### config.mk
export PLATFORM = sky130hd
export DESIGN_NAME = onehot_pulse_decoder_flat
export DESIGN_NICKNAME = d
export VERILOG_FILES = /design/src/rtl/onehot_pulse_decoder_pkg.sv /design/src/rtl/onehot_pulse_decoder_if.sv /design/src/rtl/onehot_pulse_decoder_pending.sv /design/src/rtl/onehot_pulse_decoder.sv /design/src/flat_wrapper.sv
export SDC_FILE = /design/constraint.sdc
export NUM_CORES = 1
export LEC_CHECK = 0
export BUFFER_PORTS_ARGS = -buffer_cell sky130_fd_sc_hd__buf_2
export CAP_MARGIN = 25
export CELL_PAD_IN_SITES_DETAIL_PLACEMENT = 1
export CELL_PAD_IN_SITES_GLOBAL_PLACEMENT = 1
export CORE_UTILIZATION = 43
export CTS_CLUSTER_SIZE = 14
export DETAILED_ROUTE_END_ITERATION = 10
export GPL_ROUTABILITY_DRIVEN = 0
export PLACE_DENSITY = 0.78
export RECOVER_POWER = 25
export REMOVE_ABC_BUFFERS = 1
export SETUP_SLACK_MARGIN = 0.1
export SLEW_MARGIN = 25
export SYNTH_ARGS = -nofsm -noshare
export SYNTH_HDL_FRONTEND = slang
export SYNTH_SLANG_ARGS = --single-unit
### constraint.sdc
create_clock -name clk -period 2.6 [get_ports clk]
set_input_delay 0.13 -clock clk [delete_from_list [all_inputs] [get_ports clk]]
set_output_delay 0.13 -clock clk [all_outputs]
set_load 0.01 [all_outputs]
### src/rtl/onehot_pulse_decoder_pkg.sv
// Shared types and helpers for the one-hot pulse decoder: FSM state encoding,
// index-to-one-hot decode and parameter legality check.
package onehot_pulse_decoder_pkg;

   typedef enum logic {
      IDLE   = 1'b0,
      ACTIVE = 1'b1
   } state_e;

   localparam int unsigned MAX_N = 32;

   // Callers truncate the result to their own output width with a size cast.
   function automatic logic [MAX_N-1:0] onehot_decode(input logic [31:0] idx);
      onehot_decode = MAX_N'(1) << idx;
   endfunction

   function automatic bit params_legal(input int unsigned n,
                                       input int unsigned idx_w,
                                       input int unsigned hold,
                                       input int unsigned cnt_w);
      return (n >= 1) && (n <= MAX_N) && (idx_w >= 1) && (idx_w < 32) &&
             ((32'd1 << idx_w) >= n) && (hold >= 1) && (cnt_w >= 1) &&
             (cnt_w < 32) && ((32'd1 << cnt_w) > hold);
   endfunction

endpackage

### src/rtl/onehot_pulse_decoder_if.sv
// Request/response bundle between an upstream index source (master) and the
// pulse decoder (slave).
interface onehot_pulse_decoder_if
   import onehot_pulse_decoder_pkg::*;
#(
   parameter int unsigned N     = 4,
   parameter int unsigned IDX_W = 2
);
   logic [IDX_W-1:0] in;
   logic             v;
   logic             ready;
   logic [N-1:0]     out;
   logic             busy;
   logic             done;
   logic             err;

   modport master (
      output in, v,
      input  ready, out, busy, done, err
   );

   modport slave (
      input  in, v,
      output ready, out, busy, done, err
   );
endinterface

### src/rtl/onehot_pulse_decoder_pending.sv
// One-entry holding register for a request accepted while a pulse is still
// being played out.
module onehot_pulse_pending #(
   parameter int unsigned IDX_W = 2
) (
   input  logic             clk,
   input  logic             rst,
   input  logic             load_i,
   input  logic             clear_i,
   input  logic [IDX_W-1:0] idx_i,
   output logic             valid_o,
   output logic [IDX_W-1:0] idx_o
);

   logic             valid_q;
   logic [IDX_W-1:0] idx_q;

   always_ff @(posedge clk or posedge rst) begin
      if (rst) begin
         valid_q <= 1'b0;
         idx_q   <= '0;
      end else if (clear_i) begin
         valid_q <= 1'b0;
      end else if (load_i) begin
         valid_q <= 1'b1;
         idx_q   <= idx_i;
      end
   end

   assign valid_o = valid_q;
   assign idx_o   = idx_q;

endmodule

### src/rtl/onehot_pulse_decoder.sv
// Sequential inverse of a priority encoder: turns an encoded index into a
// one-hot strobe held for HOLD cycles, with one request of look-ahead.
module onehot_pulse_decoder
   import onehot_pulse_decoder_pkg::*;
#(
   parameter int unsigned N     = 4,
   parameter int unsigned IDX_W = 2,
   parameter int unsigned HOLD  = 4,
   parameter int unsigned CNT_W = 3
) (
   input logic                    clk,
   input logic                    rst,
   onehot_pulse_decoder_if.slave  bus
);

   if (!params_legal(N, IDX_W, HOLD, CNT_W)) begin : g_param_check
      $error("onehot_pulse_decoder: illegal parameter combination");
   end

   localparam logic [CNT_W-1:0] HOLD_M1 = CNT_W'(HOLD - 1);

   state_e           state_q, state_d;
   logic [CNT_W-1:0] cnt_q, cnt_d;
   logic [N-1:0]     out_q, out_d;
   logic             busy_q, busy_d;
   logic             done_q, done_d;
   logic             err_q, err_d;

   logic             idx_ok;
   logic             ready;
   logic             accept;
   logic             invalid;
   logic             pend_load;
   logic             pend_clear;
   logic             pend_valid;
   logic [IDX_W-1:0] pend_idx;
   logic [N-1:0]     dec_in;
   logic [N-1:0]     dec_pend;

   // When every encodable index maps to an output there is nothing to reject.
   if (N == (32'd1 << IDX_W)) begin : g_idx_full
      assign idx_ok = 1'b1;
   end else begin : g_idx_part
      assign idx_ok = (32'(bus.in) < N);
   end

   assign ready    = !pend_valid;
   assign accept   = bus.v && ready && idx_ok;
   assign invalid  = bus.v && ready && !idx_ok;
   assign dec_in   = N'(onehot_decode(32'(bus.in)));
   assign dec_pend = N'(onehot_decode(32'(pend_idx)));

   onehot_pulse_pending #(
      .IDX_W (IDX_W)
   ) u_pending (
      .clk     (clk),
      .rst     (rst),
      .load_i  (pend_load),
      .clear_i (pend_clear),
      .idx_i   (bus.in),
      .valid_o (pend_valid),
      .idx_o   (pend_idx)
   );

   always_comb begin
      state_d    = state_q;
      cnt_d      = cnt_q;
      out_d      = out_q;
      pend_load  = 1'b0;
      pend_clear = 1'b0;

      unique case (state_q)
         IDLE: begin
            if (accept) begin
               state_d = ACTIVE;
               cnt_d   = HOLD_M1;
               out_d   = dec_in;
            end
         end
         ACTIVE: begin
            if (cnt_q != '0) begin
               cnt_d     = cnt_q - CNT_W'(1);
               pend_load = accept;
            end else if (pend_valid) begin
               // Pending wins over a live request; ready is low here anyway.
               out_d      = dec_pend;
               cnt_d      = HOLD_M1;
               pend_clear = 1'b1;
            end else if (accept) begin
               out_d = dec_in;
               cnt_d = HOLD_M1;
            end else begin
               out_d   = '0;
               state_d = IDLE;
            end
         end
      endcase

      busy_d = (state_d == ACTIVE);
      done_d = (state_d == ACTIVE) && (cnt_d == '0);
      err_d  = invalid;
   end

   always_ff @(posedge clk or posedge rst) begin
      if (rst) begin
         state_q <= IDLE;
         cnt_q   <= '0;
         out_q   <= '0;
         busy_q  <= 1'b0;
         done_q  <= 1'b0;
         err_q   <= 1'b0;
      end else begin
         state_q <= state_d;
         cnt_q   <= cnt_d;
         out_q   <= out_d;
         busy_q  <= busy_d;
         done_q  <= done_d;
         err_q   <= err_d;
      end
   end

   assign bus.ready = ready;
   assign bus.out   = out_q;
   assign bus.busy  = busy_q;
   assign bus.done  = done_q;
   assign bus.err   = err_q;

endmodule

### src/flat_wrapper.sv
// flat-port wrapper written by rule: the top's interface ports become plain ports
module onehot_pulse_decoder_flat import onehot_pulse_decoder_pkg::*;
#(
   parameter int unsigned N     = 4,
   parameter int unsigned IDX_W = 2,
   parameter int unsigned HOLD  = 4,
   parameter int unsigned CNT_W = 3
)
  (clk, rst, bus_in, bus_v, bus_ready, bus_out, bus_busy, bus_done, bus_err);
  onehot_pulse_decoder_if #(.N(N), .IDX_W(IDX_W)) bus_i ();
  input logic clk;
  input logic rst;
  input wire logic [$bits(bus_i.in)-1:0] bus_in;
  input wire logic [$bits(bus_i.v)-1:0] bus_v;
  output wire logic [$bits(bus_i.ready)-1:0] bus_ready;
  output wire logic [$bits(bus_i.out)-1:0] bus_out;
  output wire logic [$bits(bus_i.busy)-1:0] bus_busy;
  output wire logic [$bits(bus_i.done)-1:0] bus_done;
  output wire logic [$bits(bus_i.err)-1:0] bus_err;
  assign bus_i.in = bus_in;
  assign bus_i.v = bus_v;
  assign bus_ready = bus_i.ready;
  assign bus_out = bus_i.out;
  assign bus_busy = bus_i.busy;
  assign bus_done = bus_i.done;
  assign bus_err = bus_i.err;
  onehot_pulse_decoder #(.N(N), .IDX_W(IDX_W), .HOLD(HOLD), .CNT_W(CNT_W)) u_core (.clk(clk), .rst(rst), .bus(bus_i));
endmodule
* Word level (Yosys, flattened, before mapping)
Index checks and enable logic that the tools add are counted.
** Operators by class
- $add $sub $neg :: 1
- Multiply operators :: 0
- Divide/modulo/power cells :: 0
- Order comparisons :: 0
- Equality and inequality tests :: 2
- Shifts and indexed selects :: 2
- Muxes and demuxes :: 20
- Bitwise gates (word level) :: 2
- Reduce and logical (&&, ||, !) cells :: 8
** Operator list (number)
- $mux 4 :: 4
- $mux 1 :: 10
- $mux 3 :: 3
- $pmux 4 s2 :: 1
- $shl 1x2->4 const A :: 2
- $pmux 3 s2 :: 1
- $reduce_and 2->1 :: 2
- $logic_not 3->1 :: 1
- $reduce_bool 3->1 :: 1
- $sub 3x1->3 const B :: 1
- $logic_and 1x1->1 :: 2
- $ne 2x1->1 const B :: 1
- $ne 2x2->1 const B :: 1
- $not 1->1 :: 2
- $pmux 1 s2 :: 1
- $reduce_bool 2->1 :: 1
- $logic_not 1->1 :: 1
** Storage, ports and cells
- Register bits after elaboration :: 12
- Bits in latches :: 0
- Bits in writable memories :: 0
- ROM bits :: 0
- Memories kept :: 0

* Logic depth before layout (Yosys ltp)
Gate-level depths: netlist (run 1).
- Depth in word-level cells :: 8
- Gate-level depth with buffers :: 6
- Mapped depth without buffers :: 5

* Modules after synthesis
Synthesis (run 1) repeated with hierarchy kept, for this count alone.
** Unflattened totals
- Cells, all modules :: 67
- Area, all modules :: 680.7 sq um
** By module, submodules not included
- onehot_pulse_decoder :: instances 1, cells an instance 58, area an instance 550.5 sq um
- onehot_pulse_pending :: instances 1, cells an instance 9, area an instance 130.1 sq um

* Least setup slack after synthesis (run 1)
No wires, ideal clock.
- Kind :: register -> register
- Start point :: register u_core.cnt_q[0]
- End point :: register u_core.out_q[0], in the netlist u_core.bus.out[0]
- Library setup time :: 121 ps
- Arrival time :: 1355 ps
- Path slack :: 1123 ps
- Stages on the path, launching flop included :: 7
- Path buffers :: 1
- Cells stage by stage :: dfrtp_1 inv_1 ha_1 and3b_1 buf_6 or2_4 o22a_1
** On the way
- Cells in the longest elaborated chain, start to end :: 3
** RTL lines
- start, declared :: RTL line onehot_pulse_decoder.sv:23 : logic [CNT_W-1:0] cnt_q, cnt_d;
- start signal, assigned :: RTL line onehot_pulse_decoder.sv:114 : cnt_q <= cnt_d;
- $reduce_bool 3->1 :: RTL line onehot_pulse_decoder.sv:81 : if (cnt_q != '0) begin
- $ne 2x2->1 (no line)
- $reduce_and 2->1 (no line)
- end signal, assigned :: RTL line onehot_pulse_decoder.sv:115 : out_q <= out_d;
- end, declared :: RTL line onehot_pulse_decoder.sv:24 : logic [N-1:0] out_q, out_d;
Every way passes these cells.
A chain may end at the register's enable or synchronous reset.

* Worst setup path in the final report (run 1)
Same ends and word-level chain as after synthesis.

==> impl_metrics.py, run 1 <==
metrics = {
    "placement": {
        "pre_cts_ws_ps": 1050,
        "dpl.hpwl_mm": 1.03,
        "port_buffers": 11,
    },
    "job": {
        "drv_cap": 0,
    },
    "worst_setup_path": {
        "crit_start": "u_core.cnt_q[0]",
        "cp.required_ps": 2750,
        "max_stage_delay_ps": 370,
        "worst_setup_path_end_kind": "register",
        "cp.buffers_inverters": 1,
        "r2r_start": "u_core.cnt_q[0]",
        "crit_end": "u_core.bus.out[0]",
        "path_delay_family": "simple AND/OR/NAND/NOR gates",
        "reg2reg_slack_ps": 1030,
        "cp_max_fo": 6,
        "cp_cell_sequence": "inv_1 -> ha_1 -> and3b_1 -> or2_4 -> o22a_1",
        "start_kind": "register",
        "critPathKind": "reg2reg",
        "rr_endpoint": "u_core.bus.out[0]",
        "arrival_ps": 1720,
        "cpMaxStageDelayCell": "dfrtp_1",
        "reg2regPathDepth": 5,
        "crit_cells": 5,
    },
    "clock_network": {
        "h-tree-depth": 1,
        "clk_latency_ps": 270,
        "cts.sinks": 12,
        "cts.root.buffer_cell": "clkbuf_4",
        "post_cts.repair.setup_buffers": 0,
        "clk_pin_slew_worst_paths_ps": 80,
        "cts_tree": "built",
        "clockBufferDepth": 2,
        "numCtsBuffers": 3,
    },
    "routing": {
        "antenna_left": 0,
        "drt_pass1_iterations": 2,
        "drcViolationCount": 0,
        "drt_wl_total_mm": 1.45,
        "viasPerCell": 5.73,
        "vias": 516,
        "wl_per_cell_um": 16.1,
        "drtIter0Drc": 8,
    },
    "min_path": {
        "min_path_cells": 3,
        "min_path_type": "in2reg",
    },
    "floorplanning": {
        "initial_core_util": 0.484,
        "fp.dieH_um": 41.2,
        "dieArea_mm2": 0.00170,
        "std_cell_rows": 13,
        "die_x_um": 41.2,
        "core_area_mm2": 0.00137,
        "ios": 13,
    },
    "grt": {
        "grt_pass1_vias": 481,
        "grtUsageTotal": 0.209,
        "grt_pass1_wl_mm": 2.21,
        "overflow": 0,
        "antenna_found_initial": 0,
        "grt_max_degree": 16,
    },
    "synthesis": {
        "ys_ff_latch": 12,
        "yosys-top-cells-count": "dfrtp_1 (12), inv_1 (6), nand3_1 (4), nor3_1 (3)",
        "synth_top_area_share": 0.455,
        "synth_most_common_cell": "dfrtp_1",
        "ys_seq_area_frac": 0.455,
        "synth_ff_type": "dfrtp_1",
        "syn_avg_cell_area_um2": 10.5,
        "async_reset_ff_frac": 1.00,
        "synth_edf_count": 0,
        "synthTopCellsByArea": "dfrtp_1 (45%), ha_1 (3.8%), inv_1 (3.4%)",
        "synth_top_cell_by_area": "dfrtp_1",
        "synth_cell_types": 34,
        "ys_warn_count": 0,
        "netlist_area_um2": 661,
        "netlist_instances": 63,
    },
    "sta": {
        "tns_ps": 0,
        "finalHoldViolations": 0,
        "layout_setup_ws_ps": 1030,
        "whs_ps": 145,
        "setup_violations": 0,
        "drv_slew": 0,
        "fin_crit_ps": 1570,
        "fmax_ghz": 0.637,
        "rsz0062_at_grt": "no",
        "clock-skew-final_ps": 6.25,
        "finalCritPeriodShare": 0.604,
    },
    "power": {
        "vdd_drop_max_mv": 0.753,
        "p_per_area_mw_per_mm2": 1270,
        "power_w": 0.000953,
        "total_leakage_power_nw": 0.367,
    },
    "cells_and_area": {
        "areaGrowthSynthToFinish_pct": 13.8,
        "final_nets": 83,
        "drive_gt1_frac": 0.280,
        "n_antenna_cell": 0,
    },
    "outcome": {
        "status": "completed",
    },
}
## worst register-to-register path: cells and delay by family, from the launching register on
family / cells / cell delay [ps]
buffers and inverters: 1 / 90
AND/OR/NAND/NOR: 2 / 550
AO/OA/AOI/OAI: 1 / 210
flip-flops: 1 / 370
adder cells (fa/ha/maj): 1 / 240
## layout by cell type (no fill, tap or decap), types with 2 or more instances in the layout
cell	n
buf_2	11
nor3_1	3
clkbuf_4	3
nand2b_1	2
o21a_1	2
mux2_2	2
ha_1	2
a31oi_1	2
o22a_1	2
inv_1	6
nand2_1	2
dfrtp_1	12
nand3_1	4
## power by group
group / total, W / switching (W) / internal [W]
Combinational: 0.000412 / 0.000207 / 0.000205
Clock: 0.000152 / 0.0000668 / 0.0000851
Sequential: 0.000388 / 0.000110 / 0.000279
Total: 0.000953 / 0.000384 / 0.000569
## through the flow
| stage | util | cell area, um2 | cells |
|---|---|---|---|
| 6_report | 0.550 | 752 | 90 |
| 2_1_floorplan | - | 632 | 59 |
| 3_3_place_gp | 0.516 | 706 | 85 |
| 5_1_grt | 0.550 | 752 | 90 |
| 3_5_place_dp | 0.516 | 706 | 85 |
| 4_1_cts | 0.550 | 752 | 90 |
## state kept, by name, indices dropped and copies added (netlist names)
name                      cells
u_core.cnt_q                  3
u_core.bus.out                4
u_core.state_q                1
u_core.bus.done               1
u_core.u_pending.valid_o      1
u_core.u_pending.idx_o        2
## repair_timing
action,in CTS,in global routing
gates resized for setup,0,0
hold buffers,1,0
hold endpoints to repair,12,0
## cell families after synthesis
| family | share of synthesized area |
|---|---|
| flip-flops | 0.455 |
| adder cells (fa/ha/maj) | 0.0379 |
| multiplexers | 0.0492 |
| AO/OA/AOI/OAI | 0.186 |
| AND/OR/NAND/NOR | 0.189 |
| other | 0.00568 |
| buffers and inverters | 0.0777 |
## how the worst min path moves through the flow
| stage | from | endpoint |
|---|---|---|
| CTS | bus_in[0] | u_core.u_pending.idx_o[0] |
| detailed placement | rst | u_core.bus.out[0] |
| finish | bus_v | u_core.u_pending.valid_o |
| global placement | rst | u_core.u_pending.valid_o |
| floorplan | rst | u_core.bus.done |
| global route | bus_v | u_core.u_pending.valid_o |
## layout make-up
type / count / area, um2
clock buffers: 4 / 36.3
multi-input cells: 41 / 309
inverters: 6 / 22.5
well taps: 15 / 18.8
fillers: 159 / 614
flip-flops and latches: 12 / 300
repair buffers: 12 / 65.1
## per-layer routing
metal	wire length [um]	GRT usage	vias to the layer above
met3	46	0.0489	2
met5	0	0	-
met4	13	0.0726	0
met2	679	0.316	10
li1	-	-	249
met1	714	0.289	255
(Power assumes the default switching activity.)
==> inputs of run 2 (changes only) <==
--- a/config.mk
+++ b/config.mk
@@ -9,11 +9,11 @@
 export CAP_MARGIN = 25
 export CELL_PAD_IN_SITES_DETAIL_PLACEMENT = 1
 export CELL_PAD_IN_SITES_GLOBAL_PLACEMENT = 1
-export CORE_UTILIZATION = 43
+export CORE_UTILIZATION = 36
 export CTS_CLUSTER_SIZE = 14
 export DETAILED_ROUTE_END_ITERATION = 10
 export GPL_ROUTABILITY_DRIVEN = 0
-export PLACE_DENSITY = 0.78
+export PLACE_DENSITY = 0.7
 export RECOVER_POWER = 25
 export REMOVE_ABC_BUFFERS = 1
 export SETUP_SLACK_MARGIN = 0.1
==> constraint.sdc (replaced) <==
create_clock -name clk -period 1.34 [get_ports clk]
set_input_delay 0.067 -clock clk [delete_from_list [all_inputs] [get_ports clk]]
set_output_delay 0.067 -clock clk [all_outputs]
set_load 0.01 [all_outputs]
==> run 2 against run 1 <==
  * Total power up 140%
  * Die area up 18%
  * Sequential power up 96%
  * Clock power up 49%
  * Count of clock-buffer cells in the layout down 1
  * Flip-flop and latch count unchanged
  * Critical path type unchanged
  * Largest cell class unchanged
  * Largest power group unchanged
==> impl_metrics.py, run 2 (synthesis results as in run 1) <==
metrics = {
    "floorplanning": {
        "fp.dieH_um": 44.8,
        "core_area_mm2": 0.00173,
        "ios": 13,
        "initial_core_util": 0.383,
        "std_cell_rows": 15,
        "dieArea_mm2": 0.00201,
        "die_x_um": 44.8,
    },
    "routing": {
        "viasPerCell": 5.14,
        "vias": 565,
        "antenna_left": 0,
        "wl_per_cell_um": 15.0,
        "drcViolationCount": 0,
        "drt_pass1_iterations": 4,
        "drtIter0Drc": 6,
        "drt_wl_total_mm": 1.65,
    },
    "clock_network": {
        "numCtsBuffers": 3,
        "clk_pin_slew_worst_paths_ps": 70,
        "clockBufferDepth": 2,
        "h-tree-depth": 1,
        "cts.sinks": 12,
        "cts.root.buffer_cell": "clkbuf_4",
        "clk_latency_ps": 280,
        "cts_tree": "built",
    },
    "placement": {
        "pre_cts_ws_ps": -82.5,
        "post_dp_cell_area_um2": 771,
        "dpl.hpwl_mm": 1.19,
        "port_buffers": 11,
    },
    "worst_setup_path": {
        "crit_start": "u_core.cnt_q[0]",
        "reg2reg_slack_ps": 6,
        "max_stage_delay_ps": 360,
        "crit_end": "u_core.bus.out[2]",
        "arrival_ps": 1500,
        "reg2regPathDepth": 5,
        "cpMaxStageDelayCell": "dfrtp_1",
        "rr_endpoint": "u_core.bus.out[2]",
        "start_kind": "register",
        "cp_max_fo": 4,
        "worst_setup_path_end_kind": "register",
        "critPathKind": "reg2reg",
        "cp_cell_sequence": "inv_2 -> ha_4 -> and3b_1 -> or2_4 -> o22a_1",
        "cp.required_ps": 1510,
        "r2r_start": "u_core.cnt_q[0]",
    },
    "power": {
        "power.switching_fraction": 0.402,
        "pwr-share-comb": 0.565,
        "vdd_drop_max_mv": 1.06,
        "p_int_w": 0.00136,
        "total_leakage_power_nw": 0.444,
        "clkPwrFrac": 0.100,
        "power.switching_w": 0.000911,
        "p_per_area_mw_per_mm2": 2410,
        "power_w": 0.00227,
        "seqPwrFrac": 0.336,
    },
    "sta": {
        "layout_setup_ws_ps": 5.54,
        "rsz0062_at_grt": "yes",
        "setup_violations": 0,
        "finalHoldViolations": 0,
        "fmax_ghz": 0.749,
        "finalCritPeriodShare": 0.996,
        "tns_ps": 0,
        "clock-skew-final_ps": 2.92,
        "fin_crit_ps": 1330,
        "drv_slew": 0,
    },
    "cells_and_area": {
        "utilization": 0.544,
        "final_nets": 94,
        "largest_reg_flops": 4,
        "areaGrowthSynthToFinish_pct": 42.2,
        "fillerInstances": 186,
        "drive_gt1_frac": 0.565,
        "postLayoutCellArea_um2": 940,
        "n_antenna_cell": 0,
        "layout_common_cells": "buf_2 (11), buf_4 (11), dfrtp_1 (9)",
    },
    "job": {
        "drv_cap": 0,
    },
    "grt": {
        "overflow": 0,
        "grt_pass1_wl_mm": 2.66,
        "grt_max_degree": 13,
        "grt_pass1_vias": 577,
        "grtUsageTotal": 0.189,
        "antenna_found_initial": 0,
    },
    "min_path": {
        "min_path_type": "in2reg",
    },
    "outcome": {
        "status": "completed",
    },
}
run 2: final cells by class:
cell class	count	area (um2)	share of cell area
multi-input combinational	41	412	0.438
sequential	12	304	0.324
timing repair buffer	23	148	0.157
tap	25	31.3	0.0333
clock buffer	3	22.5	0.0240
inverter	6	22.5	0.0240
run 2: how the worst min path moves through the flow:
stage	end	cells past startpoint	startpoint	slack, ps
floorplan	u_core.bus.done	1	rst	-70
global placement	u_core.u_pending.valid_o	2	rst	100
detailed placement	u_core.bus.out[3]	2	rst	110
CTS	u_core.u_pending.idx_o[0]	2	bus_in[0]	80
global route	u_core.u_pending.idx_o[0]	2	bus_in[0]	90
finish	u_core.u_pending.idx_o[0]	2	bus_in[0]	80
run 2: metal layers:
layer / up-vias / global-route usage / share of wire
met2: 11 / 0.315 / 0.47
met3: 5 / 0.0240 / 0.030
li1: 271 / - / -
met4: 0 / 0.109 / 0.023
met1: 278 / 0.234 / 0.47
met5: - / 0 / 0
run 2: repair_timing:
action | in CTS | in global routing
resized for setup | 11 | 13
endpoints found under the setup margin | 10 | 10
pin swaps | 2 | 4
hold buffers | 1 | 0
setup buffers | 2 | 2
endpoints found under the hold margin | 12 | 0
run 2: worst max-delay path, delay by kind of cell, from the launching register on:
kind            cells  cell delay [ps]
fa+ha+maj           1              170
flops               1              360
simple gates        2              440
compound gates      1              200
buf+inv             1               60
run 2: per-stage QoR:
step	std cells	hold WS, ps
3_3_place_gp	102	102
4_1_cts	108	81.1
3_5_place_dp	102	114
6_report	110	83.1
5_1_grt	110	90.2
2_1_floorplan	59	-68.3
run 2: power by group through the flow:
stage | logic (W) | registers, W | clock network [W]
after floorplan | 0.000537 | 0.000749 | 0
after global placement | 0.000915 | 0.000704 | 0
after detailed placement | 0.000962 | 0.000719 | 0
after CTS | 0.00108 | 0.000739 | 0.000236
after global routing | 0.00141 | 0.000783 | 0.000246
final | 0.00128 | 0.000761 | 0.000226
==> inputs of run 3 (changes only) <==
--- a/config.mk
+++ b/config.mk
@@ -15,7 +15,6 @@
 export GPL_ROUTABILITY_DRIVEN = 0
 export PLACE_DENSITY = 0.7
 export RECOVER_POWER = 25
-export REMOVE_ABC_BUFFERS = 1
 export SETUP_SLACK_MARGIN = 0.1
 export SLEW_MARGIN = 25
 export SYNTH_ARGS = -nofsm -noshare
==> run 3 against run 2 <==
  * The run now ends with setup timing left
  * Count of clock-buffer cells in the layout grew 1
  * Via count fell by 1.8%
  * Register-to-register slack about the same
  * Global-route usage shrank 0.88 points
  * Non-clock buffer count is 1 higher
  * Largest cell class unchanged
==> impl_metrics.py, run 3 (synthesis results as in run 1) <==
metrics = {
    "grt": {
        "grt_max_degree": 13,
        "grt_pass1_wl_mm": 2.58,
        "grtUsageTotal": 0.180,
        "overflow": 0,
        "grt_pass1_vias": 575,
        "antenna_found_initial": 0,
    },
    "routing": {
        "antenna_left": 0,
        "drcViolationCount": 0,
        "highest_layer": "met4",
        "viasPerCell": 4.96,
        "drtIter0Drc": 5,
        "wl_met2_um": 846,
        "met1Wirelength_um": 699,
        "wl_met3_um": 38,
        "vias": 555,
        "drt_wl_total_mm": 1.60,
        "drt_pass1_iterations": 4,
        "wl_per_cell_um": 14.3,
    },
    "clock_network": {
        "numCtsBuffers": 3,
        "h-tree-depth": 1,
        "clk_pin_slew_worst_paths_ps": 80,
        "cts_tree": "built",
        "clockBufferDepth": 2,
        "cts.sinks": 12,
        "clk_latency_ps": 270,
        "cts.root.buffer_cell": "clkbuf_4",
    },
    "sta": {
        "fmax_ghz": 0.741,
        "finalHoldViolations": 0,
        "rsz0062_at_grt": "yes",
        "setup_violations": 2,
        "drv_slew": 0,
        "clock-skew-final_ps": 1.28,
        "layout_setup_ws_ps": -9.27,
        "finalCritPeriodShare": 1.01,
        "fin_crit_ps": 1350,
    },
    "job": {
        "drv_cap": 0,
    },
    "min_path": {
        "hp-start": "bus_in[0]",
        "min_path_type": "in2reg",
    },
    "worst_setup_path": {
        "cp.buffers_inverters": 1,
        "path_delay_family": "simple AND/OR/NAND/NOR gates",
        "max_stage_delay_ps": 360,
        "r2r_start": "u_core.cnt_q[1]",
        "critPathKind": "reg2reg",
        "cpMaxStageDelayCell": "dfrtp_1",
        "cp.required_ps": 1500,
        "cp_cell_sequence": "inv_2 -> ha_4 -> and3b_2 -> or2_4 -> o22a_1",
        "cp_max_fo": 4,
        "worst_setup_path_end_kind": "register",
        "crit_start": "u_core.cnt_q[1]",
        "start_kind": "register",
        "arrival_ps": 1510,
    },
    "outcome": {
        "status": "finished, violations left",
        "violations": "setup timing",
    },
    "cells_and_area": {
        "layout_common_cells": "buf_4 (12), buf_2 (11), dfrtp_1 (11)",
        "areaGrowthSynthToFinish_pct": 38.1,
        "n_antenna_cell": 0,
        "drive_gt1_frac": 0.517,
        "fillerInstances": 200,
        "mostFrequentLayoutCell": "buf_4",
        "fin_cells": 112,
        "final_nets": 95,
        "largest_reg_flops": 4,
    },
    "floorplanning": {
        "dieArea_mm2": 0.00201,
        "core_area_mm2": 0.00173,
        "die_x_um": 44.8,
        "initial_core_util": 0.383,
        "ios": 13,
        "fp.dieH_um": 44.8,
        "std_cell_rows": 15,
    },
    "power": {
        "power.switching_w": 0.000849,
        "p_per_area_mw_per_mm2": 2410,
        "vdd_drop_max_mv": 1.11,
        "pwr-share-comb": 0.534,
        "seqPwrFrac": 0.332,
        "total_leakage_power_nw": 0.441,
        "power.switching_fraction": 0.386,
        "p_int_w": 0.00135,
        "power_w": 0.00220,
        "clkPwrFrac": 0.134,
    },
    "placement": {
        "dpl.hpwl_mm": 1.18,
        "port_buffers": 11,
        "dp_cells": 101,
    },
    "synthesis": {
        "syn-num-nets": 70,
    },
}
[run 3: stage by stage]
step | TNS, ps | utilization | setup slack (ps) | hold WS [ps] | area, um2
detailed placement | -58.6 | 0.449 | -31.1 | 107 | 776
finish | -10.1 | 0.528 | -9.27 | 81.6 | 912
global placement | 0 | 0.449 | 12.4 | 102 | 776
CTS | -25.1 | 0.509 | -17.2 | 74.4 | 878
global route | -199 | 0.528 | -50.8 | 95.3 | 912
floorplan | -107 | - | -53.6 | -68.3 | 673
[run 3: timing repair]
| action | in CTS | in global routing |
|---|---|---|
| gates resized for setup | 8 | 3 |
| hold buffers | 1 | 0 |
| endpoints found under the hold margin | 12 | 0 |
| endpoints found under the setup margin | 9 | 10 |
| setup buffers | 4 | 2 |
| pin swaps | 4 | 1 |
[run 3: final timing paths]
kind	end	slack, ps	depth (start not counted)
min in group asynchronous	u_core.u_pending.idx_o[0]	340	3
worst min register to register	u_core.bus.out[0]	510	1
worst max register to register	u_core.bus.out[2]	-9	5
worst max-delay path	u_core.bus.out[2]	-9	5
worst min-delay path	u_core.u_pending.idx_o[0]	80	2
max in group asynchronous	u_core.u_pending.valid_o	650	3
[run 3: area by class of cell]
type | count | area [um2] | share of cell area
Clock buffer | 4 | 36.3 | 0.0398
Inverter | 6 | 22.5 | 0.0247
Multi-Input combinational cell | 41 | 365 | 0.401
Sequential cell | 12 | 302 | 0.331
Tap cell | 25 | 31.3 | 0.0343
Timing Repair Buffer | 24 | 155 | 0.170
[run 3: power by group through the flow]
stage	clock network (W)	registers, W	logic, W
floorplan	0	0.000697	0.000667
global placement	0	0.000707	0.000934
detailed placement	0	0.000715	0.000981
CTS	0.000301	0.000722	0.00110
global route	0.000312	0.000759	0.00131
finish	0.000294	0.000731	0.00117
[run 3: metal layers]
layer	vias up	GRT usage
li1	274	-
met1	272	0.220
met2	7	0.318
met3	2	0.0240
met4	0	0.0727
met5	-	0
[run 3: worst register-to-register path: stages (launching register included)]
cell,delay (ps)
dfrtp_1,360
inv_2,60
ha_4,160
and3b_2,220
or2_4,240
o22a_1,200
